===== src/rtl/dcache_ctrl_if.sv =====
// Bus bundle between dcache_ctrl and its CPU port, cache array and DRAM port.
interface dcache_ctrl_if #(
    parameter int DATA_W = 11,
    parameter int TAG_W  = 20,
    parameter int IDX_W  = 8
);
    logic                     cpu_req_valid;
    logic                     cpu_req_ready;
    logic                     cpu_req_we;
    logic [TAG_W-1:0]         cpu_req_tag;
    logic [IDX_W-1:0]         cpu_req_idx;
    logic [DATA_W-1:0]        cpu_req_wdata;
    logic                     cpu_resp_valid;
    logic [DATA_W-1:0]        cpu_resp_rdata;
    logic                     cpu_resp_hit;
    logic                     cpu_resp_err;
    logic [IDX_W-1:0]         arr_idx;
    logic [TAG_W-1:0]         arr_tag;
    logic                     arr_rd_en;
    logic                     arr_hit;
    logic [DATA_W-1:0]        arr_rdata;
    logic                     arr_wr_en;
    logic                     arr_fill_en;
    logic [DATA_W-1:0]        arr_wdata;
    logic                     mem_req;
    logic                     mem_we;
    logic [TAG_W+IDX_W-1:0]   mem_addr;
    logic [DATA_W-1:0]        mem_wdata;
    logic                     mem_ready;
    logic [DATA_W-1:0]        mem_rdata;
    logic                     clr_stats;
    logic [15:0]              hit_cnt;
    logic [15:0]              miss_cnt;

    // Controller side
    modport master (
        input  cpu_req_valid, cpu_req_we, cpu_req_tag, cpu_req_idx, cpu_req_wdata,
        output cpu_req_ready, cpu_resp_valid, cpu_resp_rdata, cpu_resp_hit, cpu_resp_err,
        output arr_idx, arr_tag, arr_rd_en, arr_wr_en, arr_fill_en, arr_wdata,
        input  arr_hit, arr_rdata,
        output mem_req, mem_we, mem_addr, mem_wdata,
        input  mem_ready, mem_rdata,
        input  clr_stats,
        output hit_cnt, miss_cnt
    );

    // CPU / array / DRAM side
    modport slave (
        output cpu_req_valid, cpu_req_we, cpu_req_tag, cpu_req_idx, cpu_req_wdata,
        input  cpu_req_ready, cpu_resp_valid, cpu_resp_rdata, cpu_resp_hit, cpu_resp_err,
        input  arr_idx, arr_tag, arr_rd_en, arr_wr_en, arr_fill_en, arr_wdata,
        output arr_hit, arr_rdata,
        input  mem_req, mem_we, mem_addr, mem_wdata,
        output mem_ready, mem_rdata,
        output clr_stats,
        input  hit_cnt, miss_cnt
    );
endinterface


===== src/rtl/dcache_ctrl.sv =====
// Blocking direct-mapped data cache controller: lookup, write-through,
// read-miss fill from DRAM with timeout abort, saturating hit/miss stats.
module dcache_ctrl #(
    parameter int DATA_W  = 11,
    parameter int TAG_W   = 20,
    parameter int IDX_W   = 8,
    parameter int TIMEOUT = 255
) (
    input logic           clk,
    input logic           rst_n,
    dcache_ctrl_if.master bus
);
    localparam int WAIT_W = (TIMEOUT > 1) ? $clog2(TIMEOUT) : 1;
    localparam logic [WAIT_W-1:0] WAIT_LAST = WAIT_W'(TIMEOUT - 1);

    typedef enum logic [2:0] {IDLE, LOOKUP, MEM_RD, FILL, MEM_WR, RESP} state_t;

    state_t              state_q, state_d;
    logic                ready_q;
    logic                we_q, we_d;
    logic [TAG_W-1:0]    tag_q, tag_d;
    logic [IDX_W-1:0]    idx_q, idx_d;
    logic [DATA_W-1:0]   wdata_q, wdata_d;
    logic                lk_hit_q, lk_hit_d;
    logic [DATA_W-1:0]   fill_q, fill_d;
    logic [WAIT_W-1:0]   wait_q, wait_d;
    logic [DATA_W-1:0]   rdata_q, rdata_d;
    logic                hit_q, hit_d;
    logic                err_q, err_d;
    logic [15:0]         hit_cnt_q, hit_cnt_d;
    logic [15:0]         miss_cnt_q, miss_cnt_d;

    // Next-state, request latch and response field selection
    always_comb begin
        state_d  = state_q;
        we_d     = we_q;
        tag_d    = tag_q;
        idx_d    = idx_q;
        wdata_d  = wdata_q;
        lk_hit_d = lk_hit_q;
        fill_d   = fill_q;
        wait_d   = wait_q;
        rdata_d  = rdata_q;
        hit_d    = hit_q;
        err_d    = err_q;
        unique case (state_q)
            IDLE: begin
                if (bus.cpu_req_valid && ready_q) begin
                    we_d    = bus.cpu_req_we;
                    tag_d   = bus.cpu_req_tag;
                    idx_d   = bus.cpu_req_idx;
                    wdata_d = bus.cpu_req_wdata;
                    state_d = LOOKUP;
                end
            end
            LOOKUP: begin
                lk_hit_d = bus.arr_hit;
                wait_d   = '0;
                if (we_q) begin
                    state_d = MEM_WR;
                end else if (bus.arr_hit) begin
                    state_d = RESP;
                    rdata_d = bus.arr_rdata;
                    hit_d   = 1'b1;
                    err_d   = 1'b0;
                end else begin
                    state_d = MEM_RD;
                end
            end
            MEM_RD: begin
                if (bus.mem_ready) begin
                    fill_d  = bus.mem_rdata;
                    state_d = FILL;
                end else if (wait_q == WAIT_LAST) begin
                    state_d = RESP;
                    rdata_d = '0;
                    hit_d   = lk_hit_q;
                    err_d   = 1'b1;
                end else begin
                    wait_d = wait_q + WAIT_W'(1);
                end
            end
            FILL: begin
                state_d = RESP;
                rdata_d = fill_q;
                hit_d   = 1'b0;
                err_d   = 1'b0;
            end
            MEM_WR: begin
                if (bus.mem_ready) begin
                    state_d = RESP;
                    rdata_d = '0;
                    hit_d   = lk_hit_q;
                    err_d   = 1'b0;
                end else if (wait_q == WAIT_LAST) begin
                    state_d = RESP;
                    rdata_d = '0;
                    hit_d   = lk_hit_q;
                    err_d   = 1'b1;
                end else begin
                    wait_d = wait_q + WAIT_W'(1);
                end
            end
            RESP: begin
                state_d = IDLE;
            end
            default: begin
                state_d = IDLE;
            end
        endcase
    end

    // Saturating statistics; a clear wins over a same-cycle lookup
    always_comb begin
        hit_cnt_d  = hit_cnt_q;
        miss_cnt_d = miss_cnt_q;
        if (bus.clr_stats) begin
            hit_cnt_d  = '0;
            miss_cnt_d = '0;
        end else if (state_q == LOOKUP) begin
            if (bus.arr_hit) begin
                if (hit_cnt_q != '1) hit_cnt_d = hit_cnt_q + 16'd1;
            end else begin
                if (miss_cnt_q != '1) miss_cnt_d = miss_cnt_q + 16'd1;
            end
        end
    end

    // State and datapath registers; ready is registered so it stays low through reset
    always_ff @(posedge clk or negedge rst_n) begin
        if (!rst_n) begin
            state_q    <= IDLE;
            ready_q    <= 1'b0;
            we_q       <= 1'b0;
            tag_q      <= '0;
            idx_q      <= '0;
            wdata_q    <= '0;
            lk_hit_q   <= 1'b0;
            fill_q     <= '0;
            wait_q     <= '0;
            rdata_q    <= '0;
            hit_q      <= 1'b0;
            err_q      <= 1'b0;
            hit_cnt_q  <= '0;
            miss_cnt_q <= '0;
        end else begin
            state_q    <= state_d;
            ready_q    <= (state_d == IDLE);
            we_q       <= we_d;
            tag_q      <= tag_d;
            idx_q      <= idx_d;
            wdata_q    <= wdata_d;
            lk_hit_q   <= lk_hit_d;
            fill_q     <= fill_d;
            wait_q     <= wait_d;
            rdata_q    <= rdata_d;
            hit_q      <= hit_d;
            err_q      <= err_d;
            hit_cnt_q  <= hit_cnt_d;
            miss_cnt_q <= miss_cnt_d;
        end
    end

    assign bus.cpu_req_ready  = ready_q;
    assign bus.cpu_resp_valid = (state_q == RESP);
    assign bus.cpu_resp_rdata = rdata_q;
    assign bus.cpu_resp_hit   = hit_q;
    assign bus.cpu_resp_err   = err_q;
    assign bus.arr_idx        = idx_q;
    assign bus.arr_tag        = tag_q;
    assign bus.arr_rd_en      = (state_q == LOOKUP);
    // Write-hit update must land in the lookup cycle itself, so it follows arr_hit directly
    assign bus.arr_wr_en      = (state_q == LOOKUP) && we_q && bus.arr_hit;
    assign bus.arr_fill_en    = (state_q == FILL);
    assign bus.arr_wdata      = (state_q == FILL) ? fill_q : wdata_q;
    assign bus.mem_req        = (state_q == MEM_RD) || (state_q == MEM_WR);
    assign bus.mem_we         = (state_q == MEM_WR);
    assign bus.mem_addr       = {tag_q, idx_q};
    assign bus.mem_wdata      = wdata_q;
    assign bus.hit_cnt        = hit_cnt_q;
    assign bus.miss_cnt       = miss_cnt_q;
endmodule

===== src/flat_wrapper.sv =====
// flat-port wrapper written by rule: the top's interface ports become plain ports
module dcache_ctrl_flat 
#(
    parameter int DATA_W  = 11,
    parameter int TAG_W   = 20,
    parameter int IDX_W   = 8,
    parameter int TIMEOUT = 255
)
  (clk, rst_n, bus_cpu_req_valid, bus_cpu_req_we, bus_cpu_req_tag, bus_cpu_req_idx, bus_cpu_req_wdata, bus_cpu_req_ready, bus_cpu_resp_valid, bus_cpu_resp_rdata, bus_cpu_resp_hit, bus_cpu_resp_err, bus_arr_idx, bus_arr_tag, bus_arr_rd_en, bus_arr_wr_en, bus_arr_fill_en, bus_arr_wdata, bus_arr_hit, bus_arr_rdata, bus_mem_req, bus_mem_we, bus_mem_addr, bus_mem_wdata, bus_mem_ready, bus_mem_rdata, bus_clr_stats, bus_hit_cnt, bus_miss_cnt);
  dcache_ctrl_if #(.DATA_W(DATA_W), .TAG_W(TAG_W), .IDX_W(IDX_W)) bus_i ();
  input logic clk;
  input logic rst_n;
  input wire logic [$bits(bus_i.cpu_req_valid)-1:0] bus_cpu_req_valid;
  input wire logic [$bits(bus_i.cpu_req_we)-1:0] bus_cpu_req_we;
  input wire logic [$bits(bus_i.cpu_req_tag)-1:0] bus_cpu_req_tag;
  input wire logic [$bits(bus_i.cpu_req_idx)-1:0] bus_cpu_req_idx;
  input wire logic [$bits(bus_i.cpu_req_wdata)-1:0] bus_cpu_req_wdata;
  output wire logic [$bits(bus_i.cpu_req_ready)-1:0] bus_cpu_req_ready;
  output wire logic [$bits(bus_i.cpu_resp_valid)-1:0] bus_cpu_resp_valid;
  output wire logic [$bits(bus_i.cpu_resp_rdata)-1:0] bus_cpu_resp_rdata;
  output wire logic [$bits(bus_i.cpu_resp_hit)-1:0] bus_cpu_resp_hit;
  output wire logic [$bits(bus_i.cpu_resp_err)-1:0] bus_cpu_resp_err;
  output wire logic [$bits(bus_i.arr_idx)-1:0] bus_arr_idx;
  output wire logic [$bits(bus_i.arr_tag)-1:0] bus_arr_tag;
  output wire logic [$bits(bus_i.arr_rd_en)-1:0] bus_arr_rd_en;
  output wire logic [$bits(bus_i.arr_wr_en)-1:0] bus_arr_wr_en;
  output wire logic [$bits(bus_i.arr_fill_en)-1:0] bus_arr_fill_en;
  output wire logic [$bits(bus_i.arr_wdata)-1:0] bus_arr_wdata;
  input wire logic [$bits(bus_i.arr_hit)-1:0] bus_arr_hit;
  input wire logic [$bits(bus_i.arr_rdata)-1:0] bus_arr_rdata;
  output wire logic [$bits(bus_i.mem_req)-1:0] bus_mem_req;
  output wire logic [$bits(bus_i.mem_we)-1:0] bus_mem_we;
  output wire logic [$bits(bus_i.mem_addr)-1:0] bus_mem_addr;
  output wire logic [$bits(bus_i.mem_wdata)-1:0] bus_mem_wdata;
  input wire logic [$bits(bus_i.mem_ready)-1:0] bus_mem_ready;
  input wire logic [$bits(bus_i.mem_rdata)-1:0] bus_mem_rdata;
  input wire logic [$bits(bus_i.clr_stats)-1:0] bus_clr_stats;
  output wire logic [$bits(bus_i.hit_cnt)-1:0] bus_hit_cnt;
  output wire logic [$bits(bus_i.miss_cnt)-1:0] bus_miss_cnt;
  assign bus_i.cpu_req_valid = bus_cpu_req_valid;
  assign bus_i.cpu_req_we = bus_cpu_req_we;
  assign bus_i.cpu_req_tag = bus_cpu_req_tag;
  assign bus_i.cpu_req_idx = bus_cpu_req_idx;
  assign bus_i.cpu_req_wdata = bus_cpu_req_wdata;
  assign bus_cpu_req_ready = bus_i.cpu_req_ready;
  assign bus_cpu_resp_valid = bus_i.cpu_resp_valid;
  assign bus_cpu_resp_rdata = bus_i.cpu_resp_rdata;
  assign bus_cpu_resp_hit = bus_i.cpu_resp_hit;
  assign bus_cpu_resp_err = bus_i.cpu_resp_err;
  assign bus_arr_idx = bus_i.arr_idx;
  assign bus_arr_tag = bus_i.arr_tag;
  assign bus_arr_rd_en = bus_i.arr_rd_en;
  assign bus_arr_wr_en = bus_i.arr_wr_en;
  assign bus_arr_fill_en = bus_i.arr_fill_en;
  assign bus_arr_wdata = bus_i.arr_wdata;
  assign bus_i.arr_hit = bus_arr_hit;
  assign bus_i.arr_rdata = bus_arr_rdata;
  assign bus_mem_req = bus_i.mem_req;
  assign bus_mem_we = bus_i.mem_we;
  assign bus_mem_addr = bus_i.mem_addr;
  assign bus_mem_wdata = bus_i.mem_wdata;
  assign bus_i.mem_ready = bus_mem_ready;
  assign bus_i.mem_rdata = bus_mem_rdata;
  assign bus_i.clr_stats = bus_clr_stats;
  assign bus_hit_cnt = bus_i.hit_cnt;
  assign bus_miss_cnt = bus_i.miss_cnt;
  dcache_ctrl #(.DATA_W(DATA_W), .TAG_W(TAG_W), .IDX_W(IDX_W), .TIMEOUT(TIMEOUT)) u_core (.clk(clk), .rst_n(rst_n), .bus(bus_i));
endmodule

===== config.mk =====
export PLATFORM = sky130hd
export DESIGN_NAME = dcache_ctrl_flat
export DESIGN_NICKNAME = d
export VERILOG_FILES = /design/src/rtl/dcache_ctrl_if.sv /design/src/rtl/dcache_ctrl.sv /design/src/flat_wrapper.sv
export SDC_FILE = /design/constraint.sdc
export NUM_CORES = 1
export LEC_CHECK = 0
export CORE_ASPECT_RATIO = 1.5
export CORE_UTILIZATION = 49
export DETAILED_ROUTE_END_ITERATION = 8
export PLACE_DENSITY = 0.87
export SKIP_CTS_REPAIR_TIMING = 1
export SLEW_MARGIN = 10
export SYNTH_ARGS = -nofsm -noshare
export SYNTH_HDL_FRONTEND = slang
export SYNTH_SLANG_ARGS = --single-unit
export TNS_END_PERCENT = 20

===== constraint.sdc =====
create_clock -name clk -period 6.6 [get_ports clk]
set_clock_uncertainty 0.15 [all_clocks]
set_input_delay 0.66 -clock clk [delete_from_list [all_inputs] [get_ports clk]]
set_output_delay 0.66 -clock clk [all_outputs]
set_load 0.02 [all_outputs]

==> results of run 1 <==
-- power groups by stage --
stage	logic, mW	registers [mW]	clock network, mW
after global routing	1.83	1.14	0.586
after detailed placement	1.73	1.12	0
final	1.73	1.11	0.551
after global placement	1.69	1.10	0
after floorplan	0.902	1.24	0
after CTS	1.75	1.11	0.558
-- final cells by class --
class	instances	share of cell area
clock buffer	11	0.03263
clock inverter	3	0.005977
inverter	14	0.006785
multi-input combinational	327	0.3157
sequential	109	0.3522
tap	147	0.02375
timing repair buffer	206	0.2630
-- layout by cell type, fill, tap and decap left out, drive strengths merged, types with 12 or more instances in the layout --
master / count
mux2: 70
nand2: 18
dfrtp: 109
o21ai: 17
clkdlybuf4s50: 196
a22oi: 12
inv: 13
nand3: 18
a21oi: 25
nor2: 26
-- layer usage --
metal  track usage  up-vias  routed length (um)  share of wire
met3       0.04928       31                 938          0.063
met5             0        -                   0              0
met1        0.2954     2350                5408           0.37
met2        0.4739      212                8096           0.55
met4       0.08907        0                 343          0.023
li1              -     2159                   -              -
-- per-stage QoR --
step	cell area (um^2)	setup WS [ps]	utilization	hold slack, ps	total power [mW]
after floorplan	5560	4012	-	214.4	2.140
after global placement	7446	3352	0.6735	325.8	2.790
after detailed placement	7446	3321	0.6735	327.3	2.848
after CTS	7745	3027	0.7005	166.4	3.411
after global routing	7745	2906	0.7005	206.3	3.561
final	7745	3051	0.7005	146.6	3.393
-- kinds of logic after synthesis --
family / count (synthesis) / synth area share
multiplexers: 72 / 0.1454
AND/OR/NAND/NOR: 130 / 0.1289
buffers and inverters: 71 / 0.07201
AO/OA/AOI/OAI: 119 / 0.1510
flip-flops: 109 / 0.4905
adder cells (fa/ha/maj): 4 / 0.009001
XOR/XNOR: 2 / 0.003151
-- sequential cells by signal, indices dropped and copies added (netlist names) --
signal / count
u_core.bus.arr_tag: 20
u_core.bus.miss_cnt: 16
u_core.we_q: 1
u_core.bus.arr_idx: 8
u_core.bus.cpu_req_ready: 1
u_core.bus.cpu_resp_err: 1
u_core.lk_hit_q: 1
u_core.bus.cpu_resp_hit: 1
u_core.bus.mem_wdata: 11
u_core.wait_q: 8
u_core.bus.hit_cnt: 16
u_core.state_q: 3
u_core.bus.cpu_resp_rdata: 11
u_core.fill_q: 11
-- worst paths after layout --
path                                                            endpoint  slack, ps  cells past startpoint
worst max-delay path                                    bus_arr_wdata[0]       3050                      5
worst min-delay path                 u_core.bus.miss_cnt[12]$_DFFE_PN0P_        150                      1
worst max register to register       u_core.bus.cpu_resp_hit$_DFFE_PN0P_       3870                      4
worst min register to register  u_core.bus.cpu_resp_rdata[9]$_DFFE_PN0P_        350                      1
max in group asynchronous                  u_core.fill_q[10]$_DFFE_PN0P_       4900                      2
min in group clk                u_core.bus.cpu_resp_rdata[9]$_DFFE_PN0P_        350                      1
==> summary by stage, run 1 <==
Run status
The run finished with clean final reports.

Setup path
The highest cell delay on the worst timing path is 710 ps. The worst setup path is captured at an output port. The most critical setup path has its startpoint at u_core.state_q[2]$_DFF_PN0_. The arrival time of the worst setup path is 2740 ps. By startpoint and endpoint, the worst setup path is classified as flip-flop to output port.

Among cell families on the critical path, the largest total delay comes from buffers and inverters. The data required time at the worst endpoint is 5790 ps. Walking the worst path, the cells encountered are nor2b_1 -> buf_4 -> nand2_1 -> mux2_2 -> clkdlybuf4s50_1. The worst setup path is launched from a flip-flop. The cell at the slowest stage of the critical path is sky130_fd_sc_hd__dfrtp_1. The maximum fanout along the worst path is 19. The beginning of the worst register-to-register path is u_core.state_q[1]$_DFF_PN0_. The combined buffer and inverter count along the critical path is 2.

Die
The site row count is 47. The area of the core is 11060 um^2. The count of pins on the block boundary is 198. Measured along the y axis, the die boundary spans 132.5 um. For this configuration, the core starts out at a cell density of 0.5029. The area of the die is 11790 um^2.

The chip width is 88.98 um.

Power
The share of power burned in combinational logic is 0.511. The analysis attributes to cell leakage a power of 3.131 nW. IR analysis of the VDD net gives a maximum drop of 0.3327 mV. The share of total power dissipated in the clock network is 0.162. The share of total power dissipated in sequential elements is 0.326.

In this run the power density over the cells is 438.1 nW/um^2. Of the total power, the share spent switching nets is 0.3871. Cell internal power was estimated by the tool at 2.080 mW. The switching power of the nets is 1.314 mW.

Routing
The first-pass iteration count of the detailed router is 5. The vias per cell is 5.816. The count of antenna-violating nets left after detailed routing is 0. The routed wire length per instance is 18.10 um. The routed layout has 4752 vias. In this run, the number of DRC markers left after iteration 0 of detailed routing was 302. After detailed routing, the number of remaining DRC violations is 0. The routed design has 14790 um of wire.

Cells and area
In the final layout, flip-flops and latches occupy 2728 um^2. The number of nets in the layout is 739. The multi-input combinational cell area is 2445 um^2.

Counting the fill cells in the layout gives 852. The area growth from synthesis to layout is 39.29%. The finished layout holds 817 standard cells, fillers aside. Of the cells placed in the final design, the portion with a size suffix greater than 1 is 0.1537. 0 antenna diodes ended up in the layout.

STA
The final critical-path share of the clock period is 0.5377. The number of hold violations in the final report is 0. At the pin with the least slew margin, the transition time is 1093 ps. Headroom to the max-slew limit came out at 0.2662. The routed design could run at a clock period as short as 3549 ps. Setup violations remaining at the end of the flow were counted as 0. Setup repair after global routing left no endpoint under its margin. The final number of max-transition violations is 0. Based on the critical path, the design can be clocked at up to 281.8 MHz. For the final routed database, the setup TNS stands at 0 ps.

Logic synthesis
Of the post-synthesis cell area, the dominant cell type holds 0.4905. Ranked by total cell area, the synthesized netlist is headed by sky130_fd_sc_hd__dfrtp_1 (49%), sky130_fd_sc_hd__mux2_2 (14%), sky130_fd_sc_hd__buf_4 (3.9%). Of the synthesized area, sequential elements account for 0.4905. Yosys mapped a number of flops with a built-in enable equal to 0. The flip-flop and latch count after synthesis is 109.

Counting instances in the post-synthesis netlist gives the leading cell types as sky130_fd_sc_hd__dfrtp_1 (109), sky130_fd_sc_hd__mux2_2 (70), sky130_fd_sc_hd__buf_4 (29). The number of unique standard cell types used by synthesis is 56. The synthesized netlist occupies a cell area of 5560 um^2. The mean instance size in the synthesized netlist is 10.97 um^2. The number of warning messages in the yosys log is 0. The post-synth net total is 579.

In the synthesized netlist, the number of instances is 507. The most used standard cell by instance count after synthesis is sky130_fd_sc_hd__dfrtp_1. Of all flip-flops after synthesis, the portion carrying an async set or reset was 1.000. The cell taking the most area after synthesis is sky130_fd_sc_hd__dfrtp_1. The dominant synthesized flop cell is sky130_fd_sc_hd__dfrtp_1.

CTS
The insertion delay to the later sink of the worst-skew pair is 340 ps. The root buffer cell chosen for the clock tree is sky130_fd_sc_hd__clkbuf_16. The H-tree was split into 3 levels.

After clock tree synthesis, the clock-pin slew on the worst setup and hold paths is 70 ps. In this run, CTS created clock tree buffers numbering 9. Clock tree synthesis found a total of 109 sinks. In this run the deepest clock path goes through 2 buffers. The clock tree from TritonCTS is done.

Global routing
The largest net degree at the start of global routing is 68. The total overflow left after global routing is 0. The first-pass GRT wire length is 23730 um.

The initial antenna violation count is 0. In the global route stage, overall resource usage came out at 0.2596. The via count of the first global-routing pass is 4859.

Place
The count of buffers inserted at the top-level ports is 197. The number of placed instances, taps included, is 803. The detailed placer's ending HPWL is 10690 um.

At the end of routability-driven placement, the weighted congestion stood at 0.8231.

Worst hold path
The class of the worst hold path is input port to asynchronous set/reset pin.

Flow run
The max-capacitance violation count is 0.
(Power assumes the default switching activity.)
==> inputs of run 2 (changes only) <==
Settings changed: CORE_UTILIZATION 49 to 45, PLACE_DENSITY 0.87 to 0.81.
Clock period 6.6 ns to 3.66 ns, I/O delays scaled along.
==> run 2 against run 1 <==
Global-route usage shrank 2.6 points. Highest routed layer unchanged. Sequential share of layout area shrank 0.15 points. Sequential power grew 82%. Design area grew 0.44%. Via count shrank 1.1%. Critical path depth is the same. Register-to-register slack lost 2900 ps. Setup slack lost 2600 ps. Count of clock-buffer cells in the layout shrank 2. Total power grew 81%. Clock power grew 85%.
==> summary by stage, run 2 (same netlist as run 1, synthesis figures left out) <==
Run status
Result of the run: finished clean (unchanged).

Cells and area
The proportion of layout cells with a drive suffix above 1 is 0.1573 (was 0.1537). The multi-input combinational cell area is 2445 um^2 (unchanged). The growth of design area from synthesis to finish is 39.90% (was 39.29%). The total area of sequential cells is 2728 um^2 (unchanged). The number of flip-flops in the largest register is 20 (unchanged).

The share of the core filled with cells is 0.6473 (was 0.7005). The fill cell instance count of the final layout is 959 (was 852). The number of nets in the layout is 741 (was 739). Commonest cells after routing, fill and taps aside: sky130_fd_sc_hd__clkdlybuf4s50_1 (196), sky130_fd_sc_hd__dfrtp_1 (109), sky130_fd_sc_hd__mux2_2 (70), sky130_fd_sc_hd__nor2_1 (26), sky130_fd_sc_hd__a21oi_1 (25) (unchanged). The leading cell type in the layout, fill and taps excluded is sky130_fd_sc_hd__clkdlybuf4s50_1 (unchanged). The count of inserted antenna diode cells is 0 (unchanged).

CTS
The insertion delay to the later sink of the worst-skew pair was 350 ps (was 340 ps). The clock tree from TritonCTS was done (unchanged). The total number of H-tree levels came to 3 (unchanged). The number of CTS-inserted buffers is 9 (unchanged). The number of sinks driven by the clock tree was 109 (unchanged).

The maximum number of buffers from clock root to sink came to 2 (unchanged). The clock slew at the register clock pins of the worst setup and hold paths came to 80 ps (was 70 ps). The root buffer selected by CTS was sky130_fd_sc_hd__clkbuf_16 (unchanged).

Die
The starting utilization of the core area is 0.4627 (was 0.5029). The count of pins on the block boundary was 198 (unchanged). The site row count is 49 (was 47). The chip width is 92.76 um (was 88.98 um).

The y dimension of the die is 138.1 um (was 132.5 um). The area of the core is 12020 um^2 (was 11060 um^2). The area of the die came to 12810 um^2 (was 11790 um^2).

Place
The detailed placer's ending HPWL is 10990 um (was 10690 um). The count of buffers inserted at the top-level ports is 197 (unchanged). The final RePlAce weighted congestion is 0.8454 (was 0.8231).

STA
Subtracting the final worst setup slack from the clock period gives 3257 ps. The post-route worst hold slack is 351.6 ps (was 146.6 ps). The count of final setup violators was 0 (unchanged). The number of hold violations in the final report came to 0 (unchanged). Setup repair after global routing missed its margin: false (unchanged). The worst-margin pin slew is 1030 ps (was 1093 ps). Of the available clock period, the critical path in the final layout requires 0.8900. The final number of max-transition violations was 0 (unchanged). The headroom to the max-slew limit came to 0.3133 (was 0.2662). The achievable frequency is 307.0 MHz. The post-route setup TNS is 0 ps (unchanged).

Worst hold path
The endpoint of the worst hold path is u_core.bus.cpu_resp_rdata[6]$_DFFE_PN0P_. The worst hold path begins at u_core.bus.cpu_resp_rdata[6]$_DFFE_PN0P_. The cell depth of the worst hold path is 1. The class of the worst hold path is flip-flop to flip-flop (was input port to asynchronous set/reset pin).

Setup path
The critical register-to-register path endpoint is u_core.bus.miss_cnt[8]$_DFFE_PN0P_ (was u_core.bus.cpu_resp_hit$_DFFE_PN0P_). The arrival time of the worst setup path is 2740 ps (about the same). The maximum fanout along the worst path came to 17 (was 19). The data required time at the worst endpoint is 3140 ps (was 5790 ps). The critical setup path kind is flip-flop to output port (unchanged). The setup slack on the worst flop-to-flop path is 1000 ps (was 3870 ps). The type of element capturing the critical path is an output port (unchanged).

The count of cells along the worst register-to-register path is 4 (unchanged). The beginning of the worst register-to-register path is u_core.state_q[2]$_DFF_PN0_ (was u_core.state_q[1]$_DFF_PN0_). The nature of the critical path startpoint is a flip-flop (unchanged).

Global routing
The largest net degree at the start of global routing is 59 (was 68). The via count of the first global-routing pass was 4712 (was 4859). The initial antenna violation count is 0 (unchanged). The first-pass GRT wire length came to 23830 um (was 23730 um). The global-route usage over all layers was 0.2333 (was 0.2596). The total congestion overflow after global routing is 0 (unchanged).

Routing
The number of remaining DRC errors is 0 (unchanged). The number of DRC markers after the initial detailed-route iteration is 366 (was 302). The first-pass iteration count of the detailed router was 6 (was 5).

The routed wire length per instance is 17.85 um (was 18.10 um). The sum of routed wire length over all layers is 14760 um (was 14790 um). The total vias in the final route is 4698 (was 4752). The vias per cell is 5.681 (was 5.816).

The count of antenna-violating nets left after detailed routing is 0 (unchanged).

Power
The post-route total power is 6.148 mW (was 3.393 mW). The peak supply drop came to 0.6239 mV (was 0.3327 mV). The total power divided by cell area is 790.4 nW/um^2 (was 438.1 nW/um^2). The leakage power summed over all cells came to 3.145 nW (was 3.131 nW).

Flow run
The max-capacitance violation count came to 0 (unchanged).
==> run 2: changes by cell type in the layout (fill, tap and decap cells not counted) <==
| cell | change |
|---|---|
| sky130_fd_sc_hd__inv_6 | +1 |
| sky130_fd_sc_hd__buf_4 | +1 |
| sky130_fd_sc_hd__inv_8 | +2 |
| sky130_fd_sc_hd__clkbuf_8 | -2 |
| sky130_fd_sc_hd__clkinv_2 | +1 |
| sky130_fd_sc_hd__dlygate4sd3_1 | +1 |
==> run 2: routing by layer <==
| metal | part of all wire | global-route usage | vias up |
|---|---|---|---|
| li1 | - | - | 2168 |
| met5 | 0 | 0 | - |
| met3 | 0.069 | 0.05391 | 29 |
| met1 | 0.38 | 0.2695 | 2298 |
| met2 | 0.53 | 0.4203 | 203 |
| met4 | 0.021 | 0.07287 | 0 |
==> run 2: final cells by class <==
cell class	count	area share
flip-flops and latches	109	0.3507
multi-input cells	327	0.3143
repair buffers	208	0.2641
clock buffers	9	0.02895
well taps	153	0.02461
clock inverters	7	0.01062
inverters	14	0.006756
==> run 2: critical path, stage by stage (launching register included) <==
cell	delay, ps
sky130_fd_sc_hd__dfrtp_1	670
sky130_fd_sc_hd__nor2b_1	220
sky130_fd_sc_hd__buf_4	220
sky130_fd_sc_hd__nand2_1	330
sky130_fd_sc_hd__mux2_2	350
sky130_fd_sc_hd__clkdlybuf4s50_1	610
==> run 2: how the worst max path moves through the flow <==
stage	start	endpoint	slack, ps	depth (start not counted)
final	u_core.state_q[1]$_DFF_PN0_	bus_arr_wdata[3]	400	5
after global routing	u_core.state_q[1]$_DFF_PN0_	bus_arr_wdata[2]	250	5
after CTS	u_core.state_q[1]$_DFF_PN0_	bus_arr_wdata[3]	390	5
after detailed placement	u_core.state_q[1]$_DFF_PN0_	bus_arr_wdata[3]	770	5
after global placement	u_core.state_q[1]$_DFF_PN0_	bus_arr_wdata[6]	900	5
after floorplan	u_core.state_q[1]$_DFF_PN0_	u_core.bus.miss_cnt[11]$_DFFE_PN0P_	1200	7
==> run 2: where the power goes <==
part           internal (mW)  switching [mW]  leakage [nW]  total (mW)
Sequential              1.61           0.418          1.39        2.02
Combinational           1.58            1.52          1.60        3.11
Clock                  0.544           0.475         0.150        1.02
Total                   3.73            2.41          3.15        6.15
==> run 2: metrics by stage <==
stage                     area, um^2  std cells  setup WS, ps
after detailed placement        7461        810         769.2
after global routing            7779        827         253.5
after CTS                       7769        826         386.0
after floorplan                 5560        507          1200
final                           7779        827         402.5
after global placement          7461        810         897.4
